**src/rtl/ad7606_ctrl_if.sv**
```systemverilog
// ADC pin bundle plus the sample stream toward the acquisition FIFO.
interface ad7606_ctrl_if;
    logic        adc_reset_o;
    logic        convst_o;
    logic        cs_o;
    logic        rd_o;
    logic        busy_i;
    logic        frstdata_i;
    logic [15:0] db_i;
    logic [15:0] sample_o;
    logic [2:0]  chan_o;
    logic        valid_o;
    logic        ready_i;

    modport master (
        output adc_reset_o, convst_o, cs_o, rd_o, sample_o, chan_o, valid_o,
        input  busy_i, frstdata_i, db_i, ready_i
    );

    modport slave (
        input  adc_reset_o, convst_o, cs_o, rd_o, sample_o, chan_o, valid_o,
        output busy_i, frstdata_i, db_i, ready_i
    );
endinterface

```
**src/rtl/ad7606_ctrl.sv**
```systemverilog
// AD7606 controller: reset, CONVST, BUSY wait, CS/RD word reads with
// FRSTDATA alignment check, and a valid/ready sample stream.
module ad7606_ctrl #(
    parameter int NCHAN   = 8,
    parameter int CONV_LO = 2,
    parameter int RD_LO   = 3,
    parameter int RD_HI   = 2,
    parameter int BUSY_TO = 500,
    parameter int RST_CYC = 5
) (
    input  logic              clk_i,
    input  logic              reset_i,
    input  logic              start_i,
    ad7606_ctrl_if.master     bus,
    output logic              active_o,
    output logic              done_o,
    output logic [1:0]        err_o
);

    localparam int M0      = (BUSY_TO > RST_CYC) ? BUSY_TO : RST_CYC;
    localparam int M1      = (M0 > CONV_LO) ? M0 : CONV_LO;
    localparam int M2      = (M1 > RD_LO) ? M1 : RD_LO;
    localparam int CNT_MAX = (M2 > RD_HI) ? M2 : RD_HI;
    localparam int CW      = $clog2(CNT_MAX + 1);

    localparam logic [CW-1:0] RST_LAST  = CW'(RST_CYC - 1);
    localparam logic [CW-1:0] CONV_LAST = CW'(CONV_LO - 1);
    localparam logic [CW-1:0] RDL_LAST  = CW'(RD_LO - 1);
    localparam logic [CW-1:0] RDH_LAST  = CW'(RD_HI - 1);
    localparam logic [CW-1:0] BUSY_LIM  = CW'(BUSY_TO);
    localparam logic [2:0]    LAST_CH   = 3'(NCHAN - 1);

    typedef enum logic [2:0] {
        ADC_RST, IDLE, CONV, WAIT_BUSY_HI, WAIT_BUSY_LO, RD_L, RD_H, LAST
    } state_t;

    state_t         state_q, state_d;
    logic [CW-1:0]  cnt_q, cnt_d;
    logic [2:0]     ch_q, ch_d;
    logic [15:0]    hold_q, hold_d;
    logic [15:0]    sample_q, sample_d;
    logic [2:0]     chan_q, chan_d;
    logic           valid_q, valid_d;
    logic [1:0]     err_q, err_d;
    logic           busy_m, busy_s;
    logic           accept;

    assign accept       = valid_q & bus.ready_i;
    assign bus.sample_o = sample_q;
    assign bus.chan_o   = chan_q;
    assign bus.valid_o  = valid_q;
    assign err_o        = err_q;

    // Two-flop synchroniser for the asynchronous BUSY pin.
    always_ff @(posedge clk_i or posedge reset_i) begin
        if (reset_i) begin
            busy_m <= 1'b0;
            busy_s <= 1'b0;
        end else begin
            busy_m <= bus.busy_i;
            busy_s <= busy_m;
        end
    end

    // State, counters, hold register and output slot.
    always_ff @(posedge clk_i or posedge reset_i) begin
        if (reset_i) begin
            state_q  <= ADC_RST;
            cnt_q    <= '0;
            ch_q     <= '0;
            hold_q   <= '0;
            sample_q <= '0;
            chan_q   <= '0;
            valid_q  <= 1'b0;
            err_q    <= '0;
        end else begin
            state_q  <= state_d;
            cnt_q    <= cnt_d;
            ch_q     <= ch_d;
            hold_q   <= hold_d;
            sample_q <= sample_d;
            chan_q   <= chan_d;
            valid_q  <= valid_d;
            err_q    <= err_d;
        end
    end

    // Next-state, datapath updates and pin decode.
    always_comb begin
        state_d  = state_q;
        cnt_d    = cnt_q;
        ch_d     = ch_q;
        hold_d   = hold_q;
        sample_d = sample_q;
        chan_d   = chan_q;
        valid_d  = valid_q & ~accept;
        err_d    = err_q;
        done_o   = 1'b0;

        bus.adc_reset_o = (state_q == ADC_RST);
        bus.convst_o    = (state_q != CONV);
        bus.cs_o        = !((state_q == RD_L) || (state_q == RD_H));
        bus.rd_o        = (state_q != RD_L);
        active_o        = (state_q != IDLE);

        unique case (state_q)
            ADC_RST: begin
                if (cnt_q == RST_LAST) begin
                    state_d = IDLE;
                    cnt_d   = '0;
                end else begin
                    cnt_d = cnt_q + CW'(1);
                end
            end
            IDLE: begin
                if (start_i) begin
                    state_d = CONV;
                    cnt_d   = '0;
                end
            end
            CONV: begin
                if (cnt_q == CONV_LAST) begin
                    state_d = WAIT_BUSY_HI;
                    cnt_d   = '0;
                end else begin
                    cnt_d = cnt_q + CW'(1);
                end
            end
            WAIT_BUSY_HI, WAIT_BUSY_LO: begin
                // One counter spans both wait states; it never exceeds BUSY_LIM.
                if (cnt_q >= BUSY_LIM) begin
                    err_d[0] = 1'b1;
                    state_d  = IDLE;
                    cnt_d    = '0;
                end else if (state_q == WAIT_BUSY_HI) begin
                    cnt_d = cnt_q + CW'(1);
                    if (busy_s) state_d = WAIT_BUSY_LO;
                end else if (!busy_s) begin
                    state_d = RD_L;
                    cnt_d   = '0;
                    ch_d    = '0;
                end else begin
                    cnt_d = cnt_q + CW'(1);
                end
            end
            RD_L: begin
                if (cnt_q == RDL_LAST) begin
                    hold_d = bus.db_i;
                    if ((ch_q == 3'd0) && !bus.frstdata_i) err_d[1] = 1'b1;
                    if ((ch_q != 3'd0) &&  bus.frstdata_i) err_d[1] = 1'b1;
                    state_d = RD_H;
                    cnt_d   = '0;
                end else begin
                    cnt_d = cnt_q + CW'(1);
                end
            end
            RD_H: begin
                // Counter parks on RDH_LAST while the output slot is blocked.
                if (cnt_q != RDH_LAST) begin
                    cnt_d = cnt_q + CW'(1);
                end else if (!valid_q || accept) begin
                    sample_d = hold_q;
                    chan_d   = ch_q;
                    valid_d  = 1'b1;
                    cnt_d    = '0;
                    if (ch_q == LAST_CH) begin
                        state_d = LAST;
                    end else begin
                        ch_d    = ch_q + 3'd1;
                        state_d = RD_L;
                    end
                end
            end
            LAST: begin
                if (!valid_q || accept) begin
                    done_o  = 1'b1;
                    state_d = IDLE;
                end
            end
            default: state_d = ADC_RST;
        endcase
    end

endmodule

```
**src/flat_wrapper.sv**
```systemverilog
// flat-port wrapper written by rule: the top's interface ports become plain ports
module ad7606_ctrl_flat 
#(
    parameter int NCHAN   = 8,
    parameter int CONV_LO = 2,
    parameter int RD_LO   = 3,
    parameter int RD_HI   = 2,
    parameter int BUSY_TO = 500,
    parameter int RST_CYC = 5
)
  (clk_i, reset_i, start_i, active_o, done_o, err_o, bus_adc_reset_o, bus_convst_o, bus_cs_o, bus_rd_o, bus_sample_o, bus_chan_o, bus_valid_o, bus_busy_i, bus_frstdata_i, bus_db_i, bus_ready_i);
  ad7606_ctrl_if bus_i ();
  input  logic clk_i;
  input  logic reset_i;
  input  logic start_i;
  output logic active_o;
  output logic done_o;
  output logic [1:0] err_o;
  output wire logic [$bits(bus_i.adc_reset_o)-1:0] bus_adc_reset_o;
  output wire logic [$bits(bus_i.convst_o)-1:0] bus_convst_o;
  output wire logic [$bits(bus_i.cs_o)-1:0] bus_cs_o;
  output wire logic [$bits(bus_i.rd_o)-1:0] bus_rd_o;
  output wire logic [$bits(bus_i.sample_o)-1:0] bus_sample_o;
  output wire logic [$bits(bus_i.chan_o)-1:0] bus_chan_o;
  output wire logic [$bits(bus_i.valid_o)-1:0] bus_valid_o;
  input wire logic [$bits(bus_i.busy_i)-1:0] bus_busy_i;
  input wire logic [$bits(bus_i.frstdata_i)-1:0] bus_frstdata_i;
  input wire logic [$bits(bus_i.db_i)-1:0] bus_db_i;
  input wire logic [$bits(bus_i.ready_i)-1:0] bus_ready_i;
  assign bus_adc_reset_o = bus_i.adc_reset_o;
  assign bus_convst_o = bus_i.convst_o;
  assign bus_cs_o = bus_i.cs_o;
  assign bus_rd_o = bus_i.rd_o;
  assign bus_sample_o = bus_i.sample_o;
  assign bus_chan_o = bus_i.chan_o;
  assign bus_valid_o = bus_i.valid_o;
  assign bus_i.busy_i = bus_busy_i;
  assign bus_i.frstdata_i = bus_frstdata_i;
  assign bus_i.db_i = bus_db_i;
  assign bus_i.ready_i = bus_ready_i;
  ad7606_ctrl #(.NCHAN(NCHAN), .CONV_LO(CONV_LO), .RD_LO(RD_LO), .RD_HI(RD_HI), .BUSY_TO(BUSY_TO), .RST_CYC(RST_CYC)) u_core (.clk_i(clk_i), .reset_i(reset_i), .start_i(start_i), .bus(bus_i), .active_o(active_o), .done_o(done_o), .err_o(err_o));
endmodule
```
**config.mk**
```make
export PLATFORM = sky130hd
export DESIGN_NAME = ad7606_ctrl_flat
export DESIGN_NICKNAME = d
export VERILOG_FILES = /design/src/rtl/ad7606_ctrl_if.sv /design/src/rtl/ad7606_ctrl.sv /design/src/flat_wrapper.sv
export SDC_FILE = /design/constraint.sdc
export NUM_CORES = 1
export LEC_CHECK = 0
export CORE_ASPECT_RATIO = 1.1
export CORE_MARGIN = 1.5
export CORE_UTILIZATION = 50
export DETAILED_ROUTE_END_ITERATION = 8
export GPL_ROUTABILITY_DRIVEN = 0
export GPL_TIMING_DRIVEN = 0
export PLACE_DENSITY_LB_ADDON = 0.25
export SLEW_MARGIN = 25
export SYNTH_ARGS = -nofsm -noshare
export SYNTH_HDL_FRONTEND = slang
export SYNTH_SLANG_ARGS = --single-unit
```
**constraint.sdc**
```tcl
create_clock -name clk_i -period 3.47 [get_ports clk_i]
set_clock_uncertainty 0.05 [all_clocks]
set_input_delay 0.5205 -clock clk_i [delete_from_list [all_inputs] [get_ports clk_i]]
set_output_delay 0.5205 -clock clk_i [all_outputs]
set_load 0.01 [all_outputs]
```
---- Yosys cells after proc, flatten, opt, wreduce, memory -nomap -nowiden ----
Cells that the tools add are included.
word-level totals
  flip-flop bits (word level) ............. 55
  latch bits .............................. 0
  memory bits (writable) .................. 0
  bits in read-only memories .............. 0
  input bits .............................. 22
  output and inout port bits .............. 28
  word-level logic and storage cells ...... 105
  memories kept ........................... 0
operators by class
  add/sub/neg operators ................... 2
  $mul .................................... 0
  divide/modulo/power cells ............... 0
  magnitude comparators ................... 1
  equal/unequal tests ..................... 29
  shift-type cells ........................ 0
  muxes and demuxes ....................... 37
  bitwise gates (word level) .............. 4
  reductions and logical operators ........ 21
operators by type and width
  cell                   count
  $mux W9                9
  $pmux W9 S6            1
  $mux W3                17
  $pmux W3 S7            1
  $ne A2 B2 Y1 const B   8
  $eq A3 B3 Y1 const B   5
  $add A9 B1 Y9 const B  1
  $eq A9 B1 Y1 const B   1
  $eq A9 B2 Y1 const B   1
  $eq A9 B3 Y1 const B   1
  $ge A9 B9 Y1 const B   1
  $ne A9 B1 Y1 const B   1
  $reduce_and A3 Y1      3
  $reduce_and A9 Y1      1
  $mux W1                7
  $reduce_and A7 Y1      1
  $eq A3 B2 Y1 const B   2
  $logic_not A3 Y1       2
  $ne A2 B1 Y1 const B   3
  $ne A3 B3 Y1 const B   2
  $pmux W3 S2            1
  $reduce_bool A6 Y1     1
  $ne A4 B2 Y1 const B   1
  $ne A4 B4 Y1 const B   1
  14 further kinds       22

---- Longest topological paths before layout ----
Gate-level depths: netlist (run 1).
  word-level depth ........................ 6
  mapped depth ............................ 9

---- Least setup slack after synthesis (run 1) ----
No wires, ideal clock.
  kind .................................... register -> register
  start point ............................. register u_core.state_q[0]
  end point ............................... register u_core.sample_q[10] (netlist: u_core.bus.sample_o[10])
  setup time .............................. 0.128 ns
  arrival time ............................ 1.797 ns
  required time ........................... 3.292 ns
  setup slack ............................. 1.495 ns
  stages on the path, launching flop included .. 8
  period minus slack after synthesis ...... 1.975 ns
  cells stage by stage .................... dfrtp_1 > buf_2 > and3b_1 > nand4_1 > nor2b_1 > buf_2 > buf_4 > mux2_1
between the ends
  cells in the longest elaborated chain, start to end .. 2
ends and longest elaborated chain
  item                                line                text
  start: declaration                  ad7606_ctrl.sv:37   state_t state_q, state_d;
  start signal: assignment            ad7606_ctrl.sv:77   state_q <= state_d;
  $eq A3 B3 Y1                        ad7606_ctrl.sv:106  unique case (state_q)
  $reduce_and A3 Y1 (no source line)  --
  end signal: assignment              ad7606_ctrl.sv:81   sample_q <= sample_d;
  end: declaration                    ad7606_ctrl.sv:41   logic [15:0] sample_q, sample_d;
No other way between the ends.
A chain may end at the register's enable or synchronous reset.

---- Worst setup path after layout (run 1) ----
  start point ............................. register u_core.state_q[1]
  end point ............................... output port done_o
between the ends
  cells in the longest elaborated chain, start to end .. 2
ends and longest elaborated chain
  item              line                text
  $eq A3 B3 Y1      ad7606_ctrl.sv:106
  $mux W1           ad7606_ctrl.sv:106
  end: declaration  flat_wrapper.sv:17  output logic done_o;
No other way between the ends.

==> results of run 1 <==
-- layout by cell type (no fill, tap or decap), types with 2 or more instances in the layout --
master and n:
a21o_1 2, a21oi_1 4, a41oi_1 3, and3b_1 2, buf_2 6, buf_6 2, clkbuf_8 6, clkdlybuf4s50_1 49
dfrtp_1 55, ha_1 7, inv_1 9, inv_2 2, mux2_1 19, mux2_2 16, mux2i_1 3, nand2_1 18
nand2b_1 7, nand3_1 4, nand4_1 5, nand4b_1 2, nor2_1 6, nor2b_1 3, nor3_1 8, o211ai_1 2
o21ai_0 2, o21ai_1 8, o21ai_4 2, o22ai_1 4, or3_1 5
-- where the power goes --
group | switching (mW) | internal [mW] | total, mW
registers | 0.137 | 0.884 | 1.02
logic | 0.672 | 0.694 | 1.37
clock network | 0.209 | 0.163 | 0.372
-- metal layers --
layer	GRT usage	vias up	wire, um	share of wire
met3	0.0422	9	263	0.049
li1	-	949	-	-
met5	0	-	0	0
met1	0.245	985	2390	0.45
met4	0.0722	0	85	0.016
met2	0.308	53	2600	0.49
-- cells by family (layout without fill, tap and decap cells) --
| group | after synthesis | after routing | share of synthesized area |
|---|---|---|---|
| simple gates | 72 | 72 | 0.165 |
| flops | 55 | 55 | 0.496 |
| compound gates | 38 | 38 | 0.113 |
| mux | 38 | 38 | 0.153 |
| buf+inv | 22 | 79 | 0.0392 |
| fa+ha+maj | 7 | 7 | 0.0316 |
| xor+xnor | 1 | 1 | 0.00316 |
-- area by class of cell --
| type | instances | area [sq um] | area share |
|---|---|---|---|
| Buffer | 10 | 63.8 | 0.0184 |
| Clock buffer | 6 | 82.6 | 0.0239 |
| Clock inverter | 2 | 16.3 | 0.00470 |
| Inverter | 12 | 47.5 | 0.0137 |
| Multi-Input combinational cell | 156 | 1290 | 0.373 |
| Sequential cell | 55 | 1380 | 0.398 |
| Tap cell | 75 | 93.8 | 0.0271 |
| Timing Repair Buffer | 49 | 490 | 0.142 |
-- cells in the mapped netlist, types with 2 or more instances --
library cell,instances,share of area
a21o_1,2,0.0054
a21oi_1,4,0.0072
a41oi_1,3,0.0095
and3b_1,2,0.0063
buf_2,6,0.011
buf_6,2,0.0081
dfrtp_1,55,0.50
ha_1,7,0.032
inv_1,10,0.014
inv_2,2,0.0027
mux2_1,19,0.077
mux2_2,16,0.065
mux2i_1,3,0.011
nand2_1,18,0.024
nand2b_1,7,0.016
nand3_1,4,0.0072
nand4_1,5,0.011
nand4b_1,2,0.0063
nor2_1,6,0.0081
nor2b_1,3,0.0068
nor3_1,8,0.014
o211ai_1,2,0.0054
o21ai_0,2,0.0036
o21ai_1,8,0.014
o21ai_4,2,0.012
o22ai_1,4,0.0090
or3_1,5,0.011
-- sequential cells by signal, summed over array words and instances (netlist names) --
| name | flops |
|---|---|
| u_core.cnt_q | 9 |
| u_core.err_o | 2 |
| u_core.bus.sample_o | 16 |
| u_core.busy_s | 1 |
| u_core.busy_m | 1 |
| u_core.ch_q | 3 |
| u_core.bus.chan_o | 3 |
| u_core.hold_q | 16 |
| u_core.bus.valid_o | 1 |
| u_core.state_q | 3 |
-- path summary, 6_finish.rpt --
kind / depth (start not counted) / slack [ps] / to / start
max in group asynchronous: 2 / 2330 / u_core.bus.sample_o[11] / reset_i
worst min-delay path: 0 / 310 / u_core.busy_s / u_core.busy_m
worst max register to register: 7 / 1210 / u_core.bus.sample_o[4] / u_core.state_q[0]
min in group asynchronous: 2 / 610 / u_core.hold_q[1] / reset_i
worst min register to register: 0 / 310 / u_core.busy_s / u_core.busy_m
worst max-delay path: 5 / 840 / done_o / u_core.state_q[1]
==> results by group, run 1 <==
Run status
  • Outcome: completed

Placement
  • # port buffers: 49
  • Placement Cell Area: 3360 sq um
  • Post-Place Cells: 357
  • Post-DP HPWL: 3.84 mm
  • Placement Setup Slack: 886 ps

Setup path
  • Slowest CP cell: clkdlybuf4s50_1
  • Data arrival, critical path: 2060 ps
  • CP top delay family: buffers and inverters
  • Worst-path cell chain: buf_2 -> clkbuf_1 -> nand2_1 -> nor3_1 -> clkdlybuf4s50_1
  • Crit end category: output port
  • CP bufs+invs: 3
  • WP data required: 2900 ps
  • Max stage delay on crit path: 560 ps
  • CP Launch Type: flop
  • Crit-path max FO: 10
  • WS Path Type: reg -> out

Timing
  • RSZ-0062 raised after global routing: false
  • Minimum clock period: 2630 ps
  • Worst hold slack: 309 ps
  • Worst slew pin tran: 660 ps
  • Final hold vios: 0
  • Final setup fails: 0
  • Worst Setup Slack, final: 840 ps
  • Slew headroom: 0.560
  • Post-route clock period utilization: 0.758
  • Setup TNS: 0 ps
  • Fmax: 0.380 GHz
  • Fin. max-slew vios: 0

Yosys
  • Seq/Total Area, Yosys: 0.496
  • Synth async-reset ratio: 1.00
  • Cell area after synthesis: 2780 sq um
  • Gate Count Post-Synth: 233
  • Mean Syn Cell Area: 11.9 sq um
  • Synthesis Warnings: 0
  • Synthesis-stage register bit count: 55
  • EDFF count, synth: 0
  • Post-synthesis net count: 262
  • Post-synthesis cell type count: 53
  • Ys flop type: dfrtp_1

Clock tree
  • Clock tree root buffer cell: clkbuf_8
  • Max clock buf depth: 2
  • Clk sinks: 55
  • Worst-Skew Late Latency: 310 ps
  • Num CTS Buffers: 5
  • Clk slew on worst S/H paths: 100 ps
  • Post-CTS setup buffers: 0
  • CTS tree: built
  • CTS Hold Bufs: 0
  • PostCTS Resize Cnt: 0
  • # H-tree levels: 2

Floorplan
  • Die area: 6010 sq um
  • Die Wd: 74.0 um
  • Starting Density: 0.518
  • Core box area: 5360 sq um
  • Die height: 81.1 um
  • Io pins: 50
  • Site Rows: 28

Global routing
  • Largest net degree at the start of global routing: 56
  • Antenna violations before repair: 0
  • First-pass GRT wire length: 8.79 mm
  • Vias in the first global route: 1,888
  • Total track usage: 0.189
  • Grt total ovfl: 0

Route
  • First-pass DRT Iterations: 5
  • Via count: 1,996
  • Routed wire per std cell: 14.6 um
  • Vias per inst: 5.47
  • Antenna-violating nets left: 0
  • Drc violations: 0
  • Drt total wl: 5.34 mm
  • Detailed Route Iter0 Violations: 68

Cells and area
  • P&R area growth vs syn: 24.7%
  • Fin nets: 318
  • N_diodes: 0
  • Final non-filler cell total: 365
  • Final std cell area, no fill: 3460 sq um
  • # fillers: 427
  • Ratio of cells with drive above 1 in the final layout: 0.179
  • Post-layout util: 0.646

Pwr
  • Total power: 2.76 mW
  • Pleak: 1.48 nW
  • PD cells: 797 nW/um^2
  • Worst VDD drop: 0.474 mV

Hold path
  • Hold WC Path Type: reg -> reg

Flow run
  • Max-capacitance violation count: 0
Note: power is estimated with default switching activity, not from simulation.
==> run 2: changes to the inputs <==
==> constraint.sdc (replaced) <==
create_clock -name clk_i -period 2.7 [get_ports clk_i]
set_clock_uncertainty 0.05 [all_clocks]
set_input_delay 0.405 -clock clk_i [delete_from_list [all_inputs] [get_ports clk_i]]
set_output_delay 0.405 -clock clk_i [all_outputs]
set_load 0.01 [all_outputs]
==> results of run 2 <==
Same layout as run 1 (identical final DEF). Status: completed.
Among the figures that moved: setup slack after placement 886 ps -> 347 ps; setup slack after layout 840 ps -> 186 ps; register-to-register setup slack 1210 ps -> 440 ps; total power 2.76 mW -> 3.55 mW; worst IR drop on VDD 0.474 mV -> 0.609 mV
==> run 3: changes to the inputs <==
--- a/config.mk
+++ b/config.mk
@@ -5,9 +5,10 @@
 export SDC_FILE = /design/constraint.sdc
 export NUM_CORES = 1
 export LEC_CHECK = 0
-export CORE_ASPECT_RATIO = 1.1
+export ABC_CLOCK_PERIOD_IN_PS = 2200
+export CORE_ASPECT_RATIO = 0.75
 export CORE_MARGIN = 1.5
-export CORE_UTILIZATION = 50
+export CORE_UTILIZATION = 47
 export DETAILED_ROUTE_END_ITERATION = 8
 export GPL_ROUTABILITY_DRIVEN = 0
 export GPL_TIMING_DRIVEN = 0
==> constraint.sdc (replaced) <==
create_clock -name clk_i -period 2.2 [get_ports clk_i]
set_clock_uncertainty 0.05 [all_clocks]
set_input_delay 0.33 -clock clk_i [delete_from_list [all_inputs] [get_ports clk_i]]
set_output_delay 0.33 -clock clk_i [all_outputs]
set_load 0.01 [all_outputs]
==> run 3 against run 2 <==
  * Worst hold slack got worse by 91 ps
  * First-iteration DRC count rose by 31%
  * Critical path type is now reg -> reg
  * Die area up 6.2%
  * Combinational power up 31%
  * Sequential power is 23% higher
  * Final area up 3.1%
  * Largest power group unchanged
  * Critical path depth grew 2
  * Non-clock buffer count up 5
  * Sequential share of layout area fell by 1.2 points
  * Sequential cell count stayed put
==> results by group, run 3 (same netlist as run 1, synthesis figures left out) <==
Run status
  • Outcome: completed

Cells and area
  • Fin nets: 323
  • P&R area growth vs syn: 28.5%
  • Area of the multi-input gates: 1310 sq um
  • # fillers: 487
  • Most frequent cells in the layout: dfrtp_1, clkdlybuf4s50_1, mux2_1
  • N_diodes: 0
  • Seq. cell area: 1380 sq um
  • Post-layout util: 0.619
  • Ratio of cells with drive above 1 in the final layout: 0.210
  • Commonest non-fill, non-tap cell in the layout: dfrtp_1

Setup path
  • Flop-to-flop setup slack: 80 ps
  • Slowest CP cell: dfrtp_1
  • Worst-path cell chain: nor4_4 -> a22oi_2 -> nand2b_1 -> or3_1 -> buf_6 -> o31ai_2 -> a221oi_2
  • Max stage delay on crit path: 470 ps
  • Worst-case reg-to-reg path depth: 7
  • CP top delay family: simple AND/OR/NAND/NOR gates
  • Data arrival, critical path: 2260 ps
  • CP Launch Type: flop
  • Crit-path max FO: 7
  • WS Path Type: reg -> reg
  • Worst reg2reg path startpoint: u_core.cnt_q[8]
  • WP data required: 2340 ps
  • FF-to-FF End: u_core.state_q[0]
  • CP bufs+invs: 1
  • Crit end category: flop

Timing
  • Final setup fails: 0
  • Final hold vios: 0
  • Worst slew pin tran: 481 ps
  • Slew headroom: 0.678
  • Fmax: 0.472 GHz
  • Post-route clock period utilization: 0.962
  • Fin. max-slew vios: 0
  • Minimum clock period: 2120 ps
  • Worst Setup Slack, final: 83.3 ps

Floorplan
  • Die height: 69.5 um
  • Core box area: 5770 sq um
  • Io pins: 50
  • Die Wd: 91.7 um
  • Starting Density: 0.481
  • Site Rows: 24
  • Die area: 6380 sq um

Flow run
  • Max-capacitance violation count: 0

Route
  • Vias per inst: 5.36
  • Via count: 1,999
  • Drc violations: 0
  • First-pass DRT Iterations: 4
  • Antenna-violating nets left: 0
  • Routed wire per std cell: 15.4 um
  • Detailed Route Iter0 Violations: 89
  • Drt total wl: 5.73 mm

Global routing
  • First-pass GRT wire length: 9.60 mm
  • Vias in the first global route: 1,979
  • Grt total ovfl: 0
  • Antenna violations before repair: 0
  • Largest net degree at the start of global routing: 48
  • Total track usage: 0.191

Clock tree
  • Worst-Skew Late Latency: 310 ps
  • Num CTS Buffers: 5
  • CTS Hold Bufs: 0
  • Clock tree root buffer cell: clkbuf_8
  • # H-tree levels: 2
  • Clk sinks: 55
  • Clk slew on worst S/H paths: 100 ps
  • Max clock buf depth: 2
  • CTS tree: built

Hold path
  • Hold WC Path Type: in -> async

Placement
  • # port buffers: 49
  • Post-DP HPWL: 4.06 mm
  • Placement Setup Slack: -148 ps

Pwr
  • Pleak: 1.55 nW
  • PD cells: 1260 nW/um^2
  • Worst VDD drop: 0.511 mV
  • Total power: 4.49 mW
[run 3: cell types whose count changed in the layout (fill, tap and decap cells not counted), moves of 2 or more]
cell	change
buf_4	+7
clkdlybuf4s50_1	-3
buf_2	-4
dlymetal6s2s_1	+2
[run 3: layout make-up]
class | instances | share of cell area
inverters | 12 | 0.0144
multi-input cells | 156 | 0.367
plain buffers | 9 | 0.0207
well taps | 78 | 0.0274
flip-flops and latches | 55 | 0.386
repair buffers | 55 | 0.157
clock buffers | 6 | 0.0231
clock inverters | 2 | 0.00456
[run 3: what timing repair did]
action                     in CTS  in global routing
buffers inserted                1                  4
setup endpoints to repair      23                 34
pin swaps                       0                  3
resized for setup               8                  8
cloned                          0                  0
[run 3: stage by stage]
stage / cells / cell area, sq um / hold slack (ps) / setup TNS [ps]
floorplan: 233 / 2780 / 281 / 0
global placement: 360 / 3360 / 282 / -32500
detailed placement: 361 / 3390 / 300 / -1670
CTS: 369 / 3510 / 224 / -4.17
global route: 373 / 3570 / 233 / -3.29
finish: 373 / 3570 / 218 / 0
[run 3: power breakdown]
part	switching (mW)	total (mW)	internal (mW)
clock network	0.327	0.585	0.257
registers	0.212	1.61	1.39
logic	1.13	2.30	1.17
total	1.67	4.49	2.82
[run 3: layer usage]
| metal | GRT usage | up-vias | routed length, um |
|---|---|---|---|
| met2 | 0.290 | 45 | 2670 |
| li1 | - | 960 | - |
| met3 | 0.0373 | 9 | 208 |
| met1 | 0.283 | 985 | 2780 |
| met5 | 0 | - | 0 |
| met4 | 0.0462 | 0 | 71 |
[run 3: worst max-delay path by stage]
| stage | cells past startpoint | endpoint | start | slack, ps |
|---|---|---|---|---|
| 2_1_floorplan | 7 | u_core.bus.sample_o[10] | u_core.state_q[0] | 230 |
| 3_3_place_gp | 2 | u_core.state_q[2] | reset_i | -560 |
| 3_5_place_dp | 7 | u_core.bus.sample_o[7] | u_core.state_q[0] | -150 |
| 4_1_cts | 5 | done_o | u_core.state_q[1] | -4 |
| 5_1_grt | 6 | u_core.cnt_q[5] | u_core.cnt_q[8] | -3 |
| 6_report | 7 | u_core.state_q[0] | u_core.cnt_q[8] | 80 |
